**src/rtl/vga_timing_gen.sv**
```systemverilog
// VGA raster timing: pixel/line counters plus registered hs/vs/blank/line/frame strobes aligned with DrawX/DrawY.
// One register stage, free-running with no backpressure; define VGA_TIMING_FRAMECNT_EN to add a 16-bit frame_count.
module vga_timing_gen #(
    parameter int H_VISIBLE = 640,
    parameter int H_FP      = 16,
    parameter int H_SYNC    = 96,
    parameter int H_BP      = 48,
    parameter int V_VISIBLE = 480,
    parameter int V_FP      = 10,
    parameter int V_SYNC    = 2,
    parameter int V_BP      = 33
) (
    input  logic        vga_clk,
    input  logic        reset,
    output logic        hs,
    output logic        vs,
    output logic        blank,
    output logic [9:0]  DrawX,
    output logic [9:0]  DrawY,
    output logic        line_start,
    output logic        frame_start
`ifdef VGA_TIMING_FRAMECNT_EN
    ,
    output logic [15:0] frame_count
`endif
);

    localparam int H_TOTAL = H_VISIBLE + H_FP + H_SYNC + H_BP;
    localparam int V_TOTAL = V_VISIBLE + V_FP + V_SYNC + V_BP;

    localparam logic [9:0] H_LAST = 10'(H_TOTAL - 1);
    localparam logic [9:0] V_LAST = 10'(V_TOTAL - 1);
    localparam logic [9:0] H_VIS  = 10'(H_VISIBLE);
    localparam logic [9:0] V_VIS  = 10'(V_VISIBLE);
    localparam logic [9:0] HS_BEG = 10'(H_VISIBLE + H_FP);
    localparam logic [9:0] HS_END = 10'(H_VISIBLE + H_FP + H_SYNC);
    localparam logic [9:0] VS_BEG = 10'(V_VISIBLE + V_FP);
    localparam logic [9:0] VS_END = 10'(V_VISIBLE + V_FP + V_SYNC);

    typedef enum logic {
        START = 1'b0,
        RUN   = 1'b1
    } state_t;

    state_t     state_q, state_d;
    logic [9:0] hcnt_q, hcnt_d;
    logic [9:0] vcnt_q, vcnt_d;
    logic       hs_q, hs_d;
    logic       vs_q, vs_d;
    logic       blank_q, blank_d;
    logic       ls_q, ls_d;
    logic       fs_q, fs_d;

    // START pins the count at (0,0) for one clock so the first frame_start follows reset release.
    always_comb begin
        state_d = state_q;
        hcnt_d  = hcnt_q;
        vcnt_d  = vcnt_q;
        if (state_q == START) begin
            state_d = RUN;
            hcnt_d  = '0;
            vcnt_d  = '0;
        end else if (hcnt_q == H_LAST) begin
            hcnt_d = '0;
            if (vcnt_q == V_LAST) begin
                vcnt_d = '0;
            end else begin
                vcnt_d = vcnt_q + 10'd1;
            end
        end else begin
            hcnt_d = hcnt_q + 10'd1;
        end
    end

    // Decode the next count so the registered strobes land on the same edge as DrawX/DrawY.
    always_comb begin
        hs_d    = ~((hcnt_d >= HS_BEG) && (hcnt_d < HS_END));
        vs_d    = ~((vcnt_d >= VS_BEG) && (vcnt_d < VS_END));
        blank_d = (hcnt_d < H_VIS) && (vcnt_d < V_VIS);
        ls_d    = (hcnt_d == 10'd0);
        fs_d    = (hcnt_d == 10'd0) && (vcnt_d == 10'd0);
    end

    always_ff @(posedge vga_clk or posedge reset) begin
        if (reset) begin
            state_q <= START;
            hcnt_q  <= '0;
            vcnt_q  <= '0;
            hs_q    <= 1'b1;
            vs_q    <= 1'b1;
            blank_q <= 1'b0;
            ls_q    <= 1'b0;
            fs_q    <= 1'b0;
        end else begin
            state_q <= state_d;
            hcnt_q  <= hcnt_d;
            vcnt_q  <= vcnt_d;
            hs_q    <= hs_d;
            vs_q    <= vs_d;
            blank_q <= blank_d;
            ls_q    <= ls_d;
            fs_q    <= fs_d;
        end
    end

    assign hs          = hs_q;
    assign vs          = vs_q;
    assign blank       = blank_q;
    assign DrawX       = hcnt_q;
    assign DrawY       = vcnt_q;
    assign line_start  = ls_q;
    assign frame_start = fs_q;

`ifdef VGA_TIMING_FRAMECNT_EN
    logic [15:0] frame_cnt_q;
    logic        frame_wrap;

    assign frame_wrap = (state_q == RUN) && (hcnt_q == H_LAST) && (vcnt_q == V_LAST);

    always_ff @(posedge vga_clk or posedge reset) begin
        if (reset) begin
            frame_cnt_q <= '0;
        end else if (frame_wrap) begin
            frame_cnt_q <= frame_cnt_q + 16'd1;
        end
    end

    assign frame_count = frame_cnt_q;
`endif

endmodule

```
**config.mk**
```make
export PLATFORM = sky130hd
export DESIGN_NAME = vga_timing_gen
export DESIGN_NICKNAME = d
export VERILOG_FILES = /design/src/rtl/vga_timing_gen.sv
export SDC_FILE = /design/constraint.sdc
export NUM_CORES = 1
export LEC_CHECK = 0
export CAP_MARGIN = 40
export CORE_AREA = 2 2 67 76
export CTS_BUF_LIST = sky130_fd_sc_hd__clkbuf_16
export CTS_CLUSTER_DIAMETER = 30
export DETAILED_ROUTE_END_ITERATION = 8
export DIE_AREA = 0 0 69 78
export PLACE_DENSITY = 0.55
export SYNTH_ARGS = -nofsm -noshare
export SYNTH_HDL_FRONTEND = slang
export SYNTH_SLANG_ARGS = --single-unit
```
**constraint.sdc**
```tcl
create_clock -name vga_clk -period 4.16 [get_ports vga_clk]
set_input_delay 0.832 -clock vga_clk [delete_from_list [all_inputs] [get_ports vga_clk]]
set_output_delay 0.832 -clock vga_clk [all_outputs]
set_load 0.01 [all_outputs]
```
# Word level (Yosys, flattened, before mapping)
# Cells that the tools add are included.
# totals
ff_bits	26
latch_bits	0
ram_bits	0
rom_bits	0
input_bits	2
word_cells	31
memories	0
# classes
n_addsub	2
mul	0
div_mod_pow	0
magnitude_cmp	6
eq_ne	2
shifts	0
muxes	5
bitwise_logic	2
n_reduce_logical	6
# op_table
cell	count
two-way mux 10 bit	5
adder 10 x 1 -> 10 bit, second input constant	2
equality test 10 bit, second input constant	2
zero test 10 bit	2
< comparator 10 bit, second input constant	2
< comparator 10 x 9 -> 1 bit, second input constant	2
>= comparator 10 bit, second input constant	1
>= comparator 10 x 9 -> 1 bit, second input constant	1
logical AND 1 bit	4
inverter 1 bit	2

# Logic depth before layout (Yosys ltp)
# depth
ltp_word	7
depth_mapped	9
mapped_depth_nobuf	8

# Worst setup path before layout
# OpenSTA, ideal clock, no wires.
# synth_timing
kind	register to register
from	register hcnt_q[1], in the netlist DrawX[1]
to	register vs_q, in the netlist vs
setup_time_ps	88
arrival_ps	2915
t_required_ps	4072
slack_ps	1157
path_stages_with_launch	10
n_path_buf	2
path_cell_list	dfrtp_1 > ha_1 > clkbuf_1 > nand4_1 > or3_4 > buf_6 > o41ai_2 > a21oi_1 > or4b_2 > or3_1
# synth_via
elab_chain_len	6
word_cells_on_any_way	7
cone_classes	order compare: 2; eq/ne: 1; mux: 2; bitwise: 1; reduce/logical: 1
# synth_rtl
element	line_no	text
start, declared	46	logic [9:0] hcnt_q, hcnt_d;
start signal, assigned	96	hcnt_q <= hcnt_d;
equality test 10 bit *	63	end else if (hcnt_q == H_LAST) begin
two-way mux 10 bit *	63	
two-way mux 10 bit *	59	if (state_q == START) begin
named net vcnt_d[9]	47	logic [9:0] vcnt_q, vcnt_d;
>= comparator 10 x 9 -> 1 bit or < comparator 10 x 9 -> 1 bit (tied branches)	78	vs_d = ~((vcnt_d >= VS_BEG) && (vcnt_d < VS_END));
logical AND 1 bit *	78	
inverter 1 bit *	78	
named net vs_d	49	logic vs_q, vs_d;
end signal, assigned	99	vs_q <= vs_d;
end, declared	49	
# The timed path passes the listed nets; every way through them passes the cells marked *.

# Worst setup path in the final report
# layout_timing
from	register hcnt_q[0], in the netlist DrawX[0]
to	register vs_q, in the netlist vs
# Same word-level chain as after synthesis.

==> out/qor.txt <==
die area: 0.00538 mm^2
Critical Path RT: 4.34 ns
# hold bufs at CTS: 0
post-synthesis cell type count: 47
combinational power share: 7.2%
Clock power frac: 41.2%
die width: 69 um
H-Tree Level Count: 1
CP Class: register to register
cell family with most CP delay: simple AND/OR/NAND/NOR gates
Initial Util: 34.4%
WL/cell: 15.0 um
clk slew on worst S/H paths: 0.06 ns
DRT Pass-1 Iters: 4
CP Buf/Inv Count: 0
IO buf count: 26
Syn Inst Count: 174
Psw: 108 uW
nets@finish: 202
largest net degree at the start of global routing: 22
Synth Area per Inst: 9.00 um^2
number of vias per cell: 5.41
Max Slew Vio Count: 0
pwr dens: 261 mW/mm^2
fmax: 314 MHz
Num CTS Buffers: 3
most common cell in the netlist: nor2_1
clock buffer depth: 2
EDFF count, synth: 0
YS warnings: 0
PostCTS Resize Cnt: 0
area of the multi-input gates: 825 um^2
critical path peak fanout: 13
Final Hold Viols: 0
first-pass GRT wire length: 6.38 mm
ys flop type: dfrtp_1
DR vias: 1364
Int Pwr: 404 uW
cell taking the most area after synthesis: dfrtp_1
clock skew: 0.00232 ns
Post-Route WL: 3.79 mm
CP max stage delay: 0.56 ns
initial antenna violation count: 0
Post-DP HPWL: 2.80 mm
CP Launch Type: register
area growth from synthesis to layout: 24.8%
CTS tree: done
Post-synth top cells: nor2_1, dfrtp_1, nor3_1, inv_1, xnor2_1
DRC: 0
Die Height: 78 um
final worst slack: 0.978 ns
Reg2Reg Launch Point: DrawX[0]$_DFF_PP0_
synthesized cell area: 0.00157 mm^2
top post-synthesis cells by area: dfrtp_1, nor2_1, xnor2_1, dfstp_2, xor2_1
final setup fails: 0
setup TNS: 0 ns
Critical Path Stages: 7
Core ar.: 0.00455 mm^2
number of synthesized register bits: 26
share of the synthesized area in the top cell type: 38.3%
slowest cell on the critical path: or4_4
clock root cell: clkbuf_16
crit path cell chain: ha_1 > nand4_1 > or3_4 > or4_4 > a21oi_2 > or4b_1 > or3_1
register area: 653 um^2
GR Util All Layers: 14.4%
antenna viol nets, final: 0
Worst-Margin Slew: 0.506 ns
pre-CTS WS: 1.01 ns
Iter 0 DRT Violations: 132
endpoint class of the critical path: register
ratio of final minimum period to clock period: 76.5%
vias in the first global route: 1340
switching fraction of total power: 21.0%
capture point of the worst reg-to-reg path: vs$_DFF_PP1_
Skew-Pair Late Insertion Delay: 0.25 ns
sequential share of power: 51.6%
RePlAce Congestion: 0.865
unrepaired setup endpoints after global routing: no
Worst Setup SP: DrawX[0]$_DFF_PP0_
Post-CTS Setup Bufs: 0
# fillers: 455
Mapped Nets: 179
R2R Setup Slk: 0.98 ns
sequential fraction of the synthesis area: 41.7%
relative slew slack: 66.1%
min cycle time layout: 3.18 ns
share of layout cells above drive strength 1: 8.67%
Async SR Flop Fraction: 100%
# diodes: 0
number of top-level pins: 27
TritonCTS Sinks: 26
LEAKAGE: 0.000756 uW
CP arrival: 3.36 ns
worst vdd ir: 0.000123 V
status: finished, final reports clean
critical path capture point: vs$_DFF_PP1_
FF-to-FF path depth: 7
num rows: 26
Max-cap violations: 0
grt ovf: 0
Hold/Removal Path Class: register to register
metrics by stage:
step	hold slack, ns	utilization [%]	cells	instance area [um^2]	total power, uW
finish	0.569	42.9	252	1960	511
global route	0.601	42.9	252	1960	534
CTS	0.570	42.9	252	1960	516
detailed placement	0.559	41.2	248	1880	306
global placement	0.537	40.6	247	1850	302
floorplan	0.539	-	174	1570	286
sequential cells by signal (all words and copies together), names as in the netlist:
register and count:
blank 1, DrawY 10, hs 1, state_q 1
line_start 1, frame_start 1, DrawX 10, vs 1
power groups by stage:
| stage | clock network [uW] | logic [uW] | registers [uW] |
|---|---|---|---|
| after floorplan | 0 | 17.8 | 268 |
| after global placement | 0 | 34.0 | 268 |
| after detailed placement | 0 | 37.5 | 268 |
| after CTS | 215 | 37.6 | 264 |
| after global routing | 229 | 40.3 | 265 |
| final | 211 | 36.8 | 264 |
placed cells by master (no fill, tap or decap), types with 2 or more instances in the layout:
cell	synthesis	routed
nand3_1	7	7
clkbuf_16	0	3
a21oi_1	4	4
xnor2_1	9	9
dfrtp_1	24	24
a211oi_1	2	2
or3_1	4	4
o21ai_0	7	7
xor2_1	6	6
ha_1	3	3
a221oi_1	2	2
nor3_1	10	10
nor4b_1	2	2
clkdlybuf4s50_1	0	26
inv_1	9	9
and3_1	2	2
nand2_1	8	8
a31oi_1	5	5
dfstp_2	2	2
nand4_1	5	5
or3_4	2	2
a211o_1	2	2
nor2_1	25	25
nand3b_1	2	2
metal layers:
metal	track usage, %	share of wire [%]	wire [um]
met1	19.3	45	1720
met2	24.5	49	1850
met3	2.21	5.1	192
met4	3.33	0.66	25
met5	0	0	0
worst reg2reg max path, cell delays in order (launching register included):
cell and delay [ns]:
dfrtp_1 0.45, ha_1 0.36, nand4_1 0.26, or3_4 0.49
or4_4 0.56, a21oi_2 0.16, or4b_1 0.48, or3_1 0.36
cells by family after synthesis:
kind of cell	synth area share (%)
AOI/OAI and AO/OA	12.9
buffers and inverters	5.67
muxes	0.639
DFF	41.7
xor gates and xnor gates	8.39
other	0.239
adders and majority gates	2.40
and+or+nand+nor	28.1
final cells by class:
type | count | area share [%]
inverters | 9 | 1.73
well taps | 56 | 3.58
flip-flops and latches | 26 | 33.4
repair buffers | 28 | 15.1
multi-input cells | 129 | 42.2
clock inverters | 1 | 0.192
clock buffers | 3 | 3.84
worst min path at each step:
stage,from,endpoint,slack [ns],cells past startpoint
4_1_cts,DrawX[0]$_DFF_PP0_,DrawX[0]$_DFF_PP0_,0.57,1
6_report,DrawX[0]$_DFF_PP0_,DrawX[0]$_DFF_PP0_,0.57,1
2_1_floorplan,state_q$_DFF_PP0_,line_start$_DFF_PP0_,0.54,1
3_5_place_dp,DrawX[0]$_DFF_PP0_,DrawX[0]$_DFF_PP0_,0.56,1
3_3_place_gp,DrawX[0]$_DFF_PP0_,DrawX[0]$_DFF_PP0_,0.54,1
5_1_grt,DrawX[0]$_DFF_PP0_,DrawX[0]$_DFF_PP0_,0.60,1
No activity file was read; power rests on OpenSTA's default activity.
